===== config.mk =====
export PLATFORM = sky130hd
export DESIGN_NAME = encrypt_seq
export DESIGN_NICKNAME = d
export VERILOG_FILES = /design/src/rtl/present_pkg.sv /design/src/rtl/key_schedule.sv /design/src/rtl/round.sv /design/src/rtl/sbox.sv /design/src/rtl/encrypt_seq.sv
export SDC_FILE = /design/constraint.sdc
export NUM_CORES = 1
export LEC_CHECK = 0
export ABC_AREA = 1
export BUFFER_PORTS_ARGS = -buffer_cell sky130_fd_sc_hd__buf_2
export CORE_ASPECT_RATIO = 0.7
export CORE_MARGIN = 3
export CORE_UTILIZATION = 55
export CTS_BUF_LIST = sky130_fd_sc_hd__clkbuf_8
export DETAILED_ROUTE_END_ITERATION = 7
export PLACE_DENSITY = 0.84
export SYNTH_ARGS = -nofsm -noshare
export SYNTH_HDL_FRONTEND = slang
export SYNTH_SLANG_ARGS = --single-unit

===== constraint.sdc =====
create_clock -name clk -period 2.1 [get_ports clk]
set_input_delay 0.315 -clock clk [delete_from_list [all_inputs] [get_ports clk]]
set_output_delay 0.315 -clock clk [all_outputs]
set_load 0.005 [all_outputs]

===== src/rtl/present_pkg.sv =====
// PRESENT-80 shared constants and sequencer state encoding.
// Imported by the round datapath, key schedule and encrypt_seq.
package present_pkg;

  localparam int BLOCK_W    = 64;
  localparam int KEY_W      = 80;
  localparam int RC_W       = 5;
  localparam int NUM_ROUNDS = 31;

  typedef enum logic [1:0] {
    IDLE,
    RUN,
    DONE
  } fsm_t;

endpackage


===== src/rtl/key_schedule.sv =====
// PRESENT-80 key register update.
// Computes the next round key from the current key and the round counter.
module key_schedule
  import present_pkg::*;
(
  input  logic [KEY_W-1:0] k,
  input  logic [RC_W-1:0]  rc,
  output logic [KEY_W-1:0] nk
);

  logic [KEY_W-1:0] t;
  logic [3:0]       s;

  assign t = {k[18:0], k[79:19]};

  sbox u_sbox (
    .x (t[79:76]),
    .y (s)
  );

  assign nk = {s, t[75:20], t[19:15] ^ rc, t[14:0]};

endmodule


===== src/rtl/round.sv =====
// Single-cycle PRESENT round.
// Performs key add, sBoxLayer and pLayer.
module round
  import present_pkg::*;
(
  input  logic [BLOCK_W-1:0] st,
  input  logic [KEY_W-1:0]   key,
  output logic [BLOCK_W-1:0] nxt
);

  logic [BLOCK_W-1:0] ak;
  logic [BLOCK_W-1:0] sb;

  assign ak = st ^ key[KEY_W-1:KEY_W-BLOCK_W];

  for (genvar i = 0; i < BLOCK_W / 4; i++) begin : g_sb
    sbox u_sbox (
      .x (ak[4*i +: 4]),
      .y (sb[4*i +: 4])
    );
  end

  // bit i moves to 16*i mod 63; bit 63 stays put
  always_comb begin
    nxt = '0;
    for (int i = 0; i < BLOCK_W; i++) begin
      if (i == BLOCK_W - 1)
        nxt[i] = sb[i];
      else
        nxt[(i * 16) % 63] = sb[i];
    end
  end

endmodule


===== src/rtl/sbox.sv =====
// PRESENT 4-bit S-box.
// Nibble i of the table constant is S(i).
module sbox (
  input  logic [3:0] x,
  output logic [3:0] y
);

  localparam logic [63:0] LUT = 64'h21748FE3DA09B65C;

  assign y = LUT[{x, 2'b00} +: 4];

endmodule


===== src/rtl/encrypt_seq.sv =====
// Iterative PRESENT-80 encryption sequencer.
// Applies one round per cycle, then adds the final whitening key.
module encrypt_seq
  import present_pkg::*;
(
  input  logic               clk,
  input  logic               rst,
  input  logic               in_valid,
  output logic               in_ready,
  input  logic [BLOCK_W-1:0] in_x,
  input  logic [KEY_W-1:0]   in_k,
  output logic               out_valid,
  input  logic               out_ready,
  output logic [BLOCK_W-1:0] out_r,
  output logic               busy
);

  fsm_t               fsm;
  fsm_t               fsm_nxt;
  logic [BLOCK_W-1:0] st;
  logic [KEY_W-1:0]   key;
  logic [RC_W-1:0]    rc;
  logic [BLOCK_W-1:0] st_nxt;
  logic [KEY_W-1:0]   key_nxt;
  logic               last;

  round u_round (
    .st  (st),
    .key (key),
    .nxt (st_nxt)
  );

  key_schedule u_ks (
    .k  (key),
    .rc (rc),
    .nk (key_nxt)
  );

  assign last = (rc == RC_W'(NUM_ROUNDS));

  always_comb begin
    fsm_nxt = fsm;
    unique case (fsm)
      IDLE:    if (in_valid)  fsm_nxt = RUN;
      RUN:     if (last)      fsm_nxt = DONE;
      DONE:    if (out_ready) fsm_nxt = IDLE;
      default:                fsm_nxt = IDLE;
    endcase
  end

  always_ff @(posedge clk) begin
    if (rst) begin
      fsm <= IDLE;
      st  <= '0;
      key <= '0;
      rc  <= '0;
    end else begin
      fsm <= fsm_nxt;
      unique case (fsm)
        IDLE: begin
          if (in_valid) begin
            st  <= in_x;
            key <= in_k;
            rc  <= RC_W'(1);
          end
        end
        RUN: begin
          st  <= st_nxt;
          key <= key_nxt;
          // saturate so the counter never wraps
          if (!last)
            rc <= rc + RC_W'(1);
        end
        default: ;
      endcase
    end
  end

  assign in_ready  = (fsm == IDLE);
  assign out_valid = (fsm == DONE);
  assign busy      = (fsm == RUN) || (fsm == DONE);
  assign out_r     = out_valid ? (st ^ key[KEY_W-1:KEY_W-BLOCK_W]) : '0;

endmodule


==> results of run 1 <==
layout by cell type (no fill, tap or decap), drive strengths merged, types with 5 or more instances in the layout:
cell type and instances:
nand2 625, buf 251, inv 234, nor2 225
nand3 163, dfxtp 151, o21ai 105, a21oi 102
ha 58, a211oi 56, o221ai 22, clkbuf 20
o211ai 18, or2 13, xnor2 6, a31oi 5
clkinv 5
metal layers:
layer  share of wire  vias to the layer above  track usage
li1                -                     6355            -
met1            0.41                     5999        0.519
met2            0.40                      931        0.502
met3            0.15                       92        0.120
met4           0.034                        2        0.127
met5         0.00026                        -            0
critical path, cell delays in order, from the launching register on:
cell and delay [ps]:
dfxtp_1 330, inv_2 80, ha_2 210, clkinv_4 110, buf_12 180, a21oi_1 180, buf_2 150
worst min path at each step:
stage | startpoint | to | depth (start not counted)
2_1_floorplan | in_k[0] | key[0] | 2
3_3_place_gp | st[61] | st[61] | 2
3_5_place_dp | st[61] | st[61] | 2
4_1_cts | in_k[5] | key[5] | 3
5_1_grt | in_k[9] | key[9] | 3
6_report | in_k[5] | key[5] | 3
where the power goes:
group | total [mW] | leakage, nW | internal, mW | switching, mW
clock | 2.47 | 0.212 | 1.22 | 1.25
sequential | 5.98 | 1.25 | 4.32 | 1.66
combinational | 19.1 | 5.14 | 6.29 | 12.8
total | 27.5 | 6.60 | 11.8 | 15.7
area by class of cell:
type | instances | area [um^2]
clock buffers | 18 | 248
clock inverters | 14 | 171
fillers | 1825 | 6290
inverters | 230 | 871
multi-input cells | 1404 | 6760
flip-flops and latches | 151 | 3020
well taps | 264 | 330
repair buffers | 253 | 1540
repair_timing:
item | CTS | global route
setup buffers | 0 | 2
hold endpoints to repair | 0 | 0
endpoints found under the setup margin | 54 | 78
cloned | 0 | 2
resized for setup | 1 | 12
state kept, by name, indices dropped and copies added, names as in the netlist:
register / flops
fsm: 2
key: 80
rc: 5
st: 64
through the flow:
| stage | power (mW) | area, um^2 | setup slack (ps) | instances | hold WS (ps) |
|---|---|---|---|---|---|
| 2_1_floorplan | 18.4 | 11000 | 457 | 1873 | 450 |
| 3_3_place_gp | 23.3 | 12400 | 219 | 2298 | 468 |
| 3_5_place_dp | 23.8 | 12400 | 163 | 2298 | 477 |
| 4_1_cts | 26.4 | 12900 | 8.32 | 2330 | 44.8 |
| 5_1_grt | 29.7 | 12900 | 0.0735 | 2334 | 58.0 |
| 6_report | 27.5 | 12900 | 64.7 | 2334 | 56.6 |
logic make-up (layout without fill, tap and decap cells):
family,after synthesis,in the layout
buf+inv,318,515
fa+ha+maj,58,58
flops,151,151
simple gates,1029,1029
compound gates,310,310
xor+xnor,7,7
==> metrics, run 1 <==
status finished, final reports clean; Setup crit end out_r[60]; drt pass-1 iters 6; reg2reg end key[31]; hold_buf cts 0; reg2reg start fsm[1]; GRT Residual Overflow 0; post-synthesis simple-gate area fraction 0.374; DP HPWL 31.0 mm; final-report hold violation count 0; compound-cell area share of the yosys netlist 0.167; yosys warns 0; Final Cycle Share 0.969; CTS root buf clkbuf_8; total track usage 0.361; Die Wd 175 um; clock buffer count from CTS 17; area delta synth->final 17.8%; Setup crit end kind primary output; Crit Path Class reg2out; Worst setup SP type flop; die height 124 um; R2R setup slack 120 ps; H-tree Lvls 4; Port-buffer cells 214; # rows 42; vias in the first global route 11500; Clock Tree Buf Depth 2; most frequent cell after synthesis nand2_1; critical path peak fanout 27; Synth Area in Adders 0.0660; peak supply drop 1.58 mV; Primary FF master, synth dfxtp_1; ys async rst share 0; Max Clk Rate 0.491 GHz; Worst slew margin 0.405; share of cells above drive strength 1 0.155; largest family of logic cells by synthesized area simple AND/OR/NAND/NOR gates; worst skew pair latency 480 ps; Yosys cell types 28; CTS sink cnt 151; Yosys top cell area share 0.275; vias 13400; Die Area 21700 um^2; Mapped Nets 2079; RePlAce Congestion 0.956; final setup fails 0; setup_tns 0 ps; Slew Viols, Final 0; drt drc 0; Cell Area, Synth 11000 um^2; Req. time, crit path 1780 ps; Syn Inst Count 1873; Leak 6.60 nW; Initial Util 0.572; fraction of the yosys area taken by sequential cells 0.275; Final min period 2040 ps; Setup Skew 21.6 ps; initial antenna violation count 1; commonest cells in the netlist 624 x nand2_1, 225 x nor2_1, 220 x inv_1, 163 x nand3_1, 151 x dfxtp_1; Post-Syn Area per Cell 5.87 um^2; number of synthesized register bits 151; RSZ-0062 raised after global routing no; Power Density 2120 nW/um^2; Critical path origin fsm[0]; largest net degree at the start of global routing 89; max_cap viols 0; worst endpoint data arrival time 1720 ps; xor-xnor portion of the synthesized cell area 0.00558; Worst-Margin Slew 893 ps; CTS tree yes; post-synthesis mux area share 0; Detailed Route WL 41.9 mm; Post-Route Utilization 0.673; core footprint 19200 um^2; vias per cell 5.73; post-synth top area cell dfxtp_1; WL/cell 18.0 um; nets@finish 2263; EDFF count, synth 0; post-route ant nets 0; Ports 215; Iteration-0 DRC Markers 1836; Hold Crit Class in2reg; global-route wire length before repair 61.8 mm; n_diodes 0; CTS clk-pin slew, worst paths 90 ps; R2R depth 9; most area-consuming cells after synthesis dfxtp_1 27%, nand2_1 21%, nor2_1 7.7%
No activity file was read; power rests on OpenSTA's default activity.
==> inputs of run 2 (changes only) <==
==> constraint.sdc (replaced) <==
create_clock -name clk -period 2.4 [get_ports clk]
set_input_delay 0.36 -clock clk [delete_from_list [all_inputs] [get_ports clk]]
set_output_delay 0.36 -clock clk [all_outputs]
set_load 0.005 [all_outputs]
==> run 2 against run 1 <==
Net effect: worst hold slack gained 51 ps; count of clock-buffer cells in the layout grew 1; utilization is 1.4 points lower; sequential share of layout area grew 0.48 points; clock skew down 10 ps; design area down 2.0%; non-clock buffer count down 17; first-iteration DRC count is 3.9% higher.
==> metrics, run 2 (synthesis results as in run 1) <==
FF/Latch Area 3020 um^2; RePlAce Congestion 1.02; Worst-Margin Slew 864 ps; DP HPWL 30.6 mm; Post-DP Area 12300 um^2; final-report hold violation count 0; Hold Crit Class in2reg; met3 wire length 6.07 mm; Slew Viols, Final 0; slowest CP cell buf_4; leading registers by flop count key (80), st (64), rc (5); Detailed Route WL 40.7 mm; global-route wire length before repair 62.0 mm; worst endpoint data arrival time 1890 ps; Final Cycle Share 0.937; Setup Skew 11.5 ps; Worst setup SP type flop; crit-path cells inv_1, ha_1, inv_2, buf_4, nor2_1, buf_2; final setup fails 0; Setup crit end kind primary output; Req. time, crit path 2040 ps; post-route ant nets 0; Ports 215; Post-Route Utilization 0.660; Clock Tree Buf Depth 2; WL/cell 17.6 um; metal2 WL 16.2 mm; Die Area 21700 um^2; max reg flops 80; H-tree Lvls 4; largest net degree at the start of global routing 126; status finished, final reports clean; share of cells above drive strength 1 0.143; multi-input logic area 6740 um^2; RSZ-0062 raised after global routing no; Iteration-0 DRC Markers 1908; fill cell count 1819; area delta synth->final 15.4%; Top Metal Used met4; Buf/Inv on CP 4; GRT Residual Overflow 0; CTS sink cnt 151; Worst slew margin 0.424; M1 WL 16.8 mm; CTS clk-pin slew, worst paths 90 ps; Post-CTS Setup Inserts 0; nets@finish 2246; commonest non-fill, non-tap cell in the layout nand2_1; die height 124 um; Die Wd 175 um; max_cap viols 0; vias 13300; drt pass-1 iters 6; Crit Path Class reg2out; Worst path top cell family by delay buffers and inverters; initial antenna violation count 0; Largest Register key; commonest non-fill, non-tap cells in the layout 623 x nand2_1, 225 x nor2_1, 221 x inv_1; setup_tns 0 ps; critical path peak fanout 38; # resized after CTS 0; CTS root buf clkbuf_8; core footprint 19200 um^2; vias per cell 5.75; Max Clk Rate 0.445 GHz; Final Cell Area 12700 um^2; n_diodes 0; vias in the first global route 11600; Port-buffer cells 214; total track usage 0.359; Initial Util 0.572; worst skew pair latency 470 ps; Worst path max stage delay 370 ps; # rows 42; R2R setup slack 220 ps; Final min period 2250 ps; CTS tree yes; clock buffer count from CTS 17; hold_buf cts 0; drt drc 0
[run 2: cell types whose count changed in the layout (fill, tap and decap cells not counted), moves of 2 or more]
cell	before	now
ha_1	55	57
clkbuf_16	2	0
buf_12	10	6
inv_6	4	1
buf_4	26	16
nor2_1	221	225
ha_2	3	1
nor2_2	4	0
inv_1	219	221
[run 2: area by class of cell]
cell class                      instances  share of cell area
Sequential cell                       151               0.238
Multi-Input combinational cell       1404               0.531
Clock inverter                         13              0.0122
Tap cell                              264              0.0260
Timing Repair Buffer                  236               0.103
Inverter                              230              0.0681
Clock buffer                           19              0.0206
[run 2: worst paths after layout]
| kind | startpoint | depth (start not counted) | endpoint |
|---|---|---|---|
| max | fsm[0] | 6 | out_r[15] |
| min | in_k[3] | 3 | key[3] |
| max reg2reg | fsm[1] | 8 | rc[3] |
| min reg2reg | st[59] | 2 | st[59] |
[run 2: through the flow]
step | hold slack [ps] | std cells | worst slack, ps
after floorplan | 458 | 1873 | 753
after global placement | 469 | 2285 | 429
after detailed placement | 479 | 2285 | 377
after CTS | 100 | 2317 | 178
after global routing | 104 | 2317 | 47.0
final | 108 | 2317 | 152
[run 2: worst min-delay path, delay by kind of cell]
family | cells | cell delay [ps]
simple gates | 2 | 110
buf+inv | 1 | 70
[run 2: layer usage]
metal  track usage  vias up
li1              -     6316
met1         0.522     5956
met2         0.507      936
met3        0.0920      112
met4         0.133        0
met5             0        -
Power of run 2 is not shown: default switching activity piles up to over one toggle a cycle in this logic, so the estimate is an artifact.
==> inputs of run 3 (changes only) <==
==> constraint.sdc (replaced) <==
create_clock -name clk -period 2.6 [get_ports clk]
set_input_delay 0.26 -clock clk [delete_from_list [all_inputs] [get_ports clk]]
set_output_delay 0.26 -clock clk [all_outputs]
set_load 0.005 [all_outputs]
==> run 3 against run 2 <==
Net effect: final cell count decreased by 0.26%; design area is 0.29% lower; non-clock buffer count shrank 7; wire length fell by 0.48%; worst setup slack improved by 120 ps; flip-flop and latch count did not move; clock skew is 5.5 ps higher; first-iteration DRC count decreased by 23%; largest cell class unchanged.
==> metrics, run 3 (synthesis results as in run 1) <==
status finished, final reports clean; Hold Path Origin in_k[7]; final-report hold violation count 0; Die Wd 175 um; leading registers by flop count key (80), st (64), rc (5); CTS clk-pin slew, worst paths 90 ps; largest net degree at the start of global routing 126; Place WS 458 ps; final hold slack 10.8 ps; Ports 215; Buf/Inv on CP 4; stages on the worst setup path 6; max_cap viols 0; final setup fails 0; slowest CP cell inv_2; max reg flops 80; Initial Util 0.572; WL/cell 17.5 um; Detailed Route WL 40.5 mm; global-route wire length before repair 61.7 mm; Max Clk Rate 0.430 GHz; vias in the first global route 11400; Hold EP key[7]; Worst path max stage delay 440 ps; reg2reg end st[20]; CTS tree yes; gr busiest metal met2; area delta synth->final 15.1%; R2R setup slack 390 ps; worst skew pair latency 470 ps; crit-path cells inv_1, ha_1, inv_2, buf_12, nor2_1, buf_2; Die Area 21700 um^2; Leak 6.45 nW; met2 usage 0.514; CTS sink cnt 151; Hold Path Stages 3; worst endpoint data arrival time 2060 ps; RSZ-0062 raised after global routing no; Port-buffer cells 214; core footprint 19200 um^2; # rows 42; fin worst setup slack 276 ps; RePlAce Congestion 0.991; critical path peak fanout 29; GRT Residual Overflow 0; Power Density 1700 nW/um^2; Post-CTS Setup Inserts 0; CTS root buf clkbuf_8; Worst setup SP type flop; Worst slew margin 0.419; Worst-Margin Slew 872 ps; total track usage 0.359; commonest non-fill, non-tap cell in the layout nand2_1; drt drc 0; Crit Path Class reg2out; Final Cycle Share 0.894; H-tree Lvls 4; R2R depth 8; # resized after CTS 0; met1 GRT Util 0.509; commonest non-fill, non-tap cells in the layout 623 x nand2_1, 225 x nor2_1, 221 x inv_1; share of cells above drive strength 1 0.140; Setup Skew 17.0 ps; initial antenna violation count 4; clock buffer count from CTS 17; reg2reg start fsm[0]; Hold Crit Class in2reg; Final min period 2320 ps; DP HPWL 30.4 mm; Req. time, crit path 2340 ps; Largest Register key; GR Util met3 0.116; die height 124 um; vias per cell 5.64; Setup crit end kind primary output; nets@finish 2239; Worst path top cell family by delay buffers and inverters; peak supply drop 1.37 mV; Iteration-0 DRC Markers 1477; vias 13000; hold_buf cts 0; Slew Viols, Final 0; Clock Tree Buf Depth 2; post-route ant nets 0; drt pass-1 iters 6; setup_tns 0 ps
==> run 3: cell types whose count changed in the layout (fill, tap and decap cells not counted) <==
cell        previous run  this run
clkinvlp_4             1         3
diode_2                0         1
buf_12                 6         9
buf_4                 16         6
bufinv_16              3         2
clkinv_4               3         2
==> run 3: final cells by class <==
cell class | count | area (um^2)
Fill cell | 1834 | 6580
Sequential cell | 151 | 3020
Clock inverter | 13 | 131
Antenna cell | 1 | 2.50
Clock buffer | 19 | 262
Multi-Input combinational cell | 1404 | 6740
Timing Repair Buffer | 229 | 1300
Tap cell | 264 | 330
Inverter | 230 | 863
==> run 3: worst max-delay path by stage <==
stage,start,to,slack [ps]
after floorplan,fsm[1],key[19],960
after global placement,fsm[0],key[58],530
after detailed placement,fsm[0],st[20],460
after CTS,fsm[0],out_r[15],280
after global routing,fsm[0],out_r[15],170
final,fsm[0],out_r[13],280
==> run 3: report_power, final <==
part | total (mW) | switching, mW | internal, mW
clock network | 1.85 | 0.954 | 0.896
logic | 14.7 | 10.0 | 4.69
registers | 4.90 | 1.41 | 3.49
==> run 3: through the flow <==
stage	utilization	total power [mW]	instances	area (um^2)
final	0.658	21.5	2311	12600
after floorplan	-	14.8	1873	11000
after detailed placement	0.637	19.1	2278	12300
after CTS	0.658	21.0	2310	12600
after global placement	0.637	18.8	2278	12300
after global routing	0.658	23.4	2311	12600
==> run 3: worst min-delay path: stages <==
cell and delay, ps:
buf_2 80, nor2_1 30, nor2_1 80
==> run 3: per-layer routing <==
metal,vias up,wire length (um)
li1,6301,-
met1,5842,17000
met2,814,16500
met3,64,5980
met4,4,1020
met5,-,27
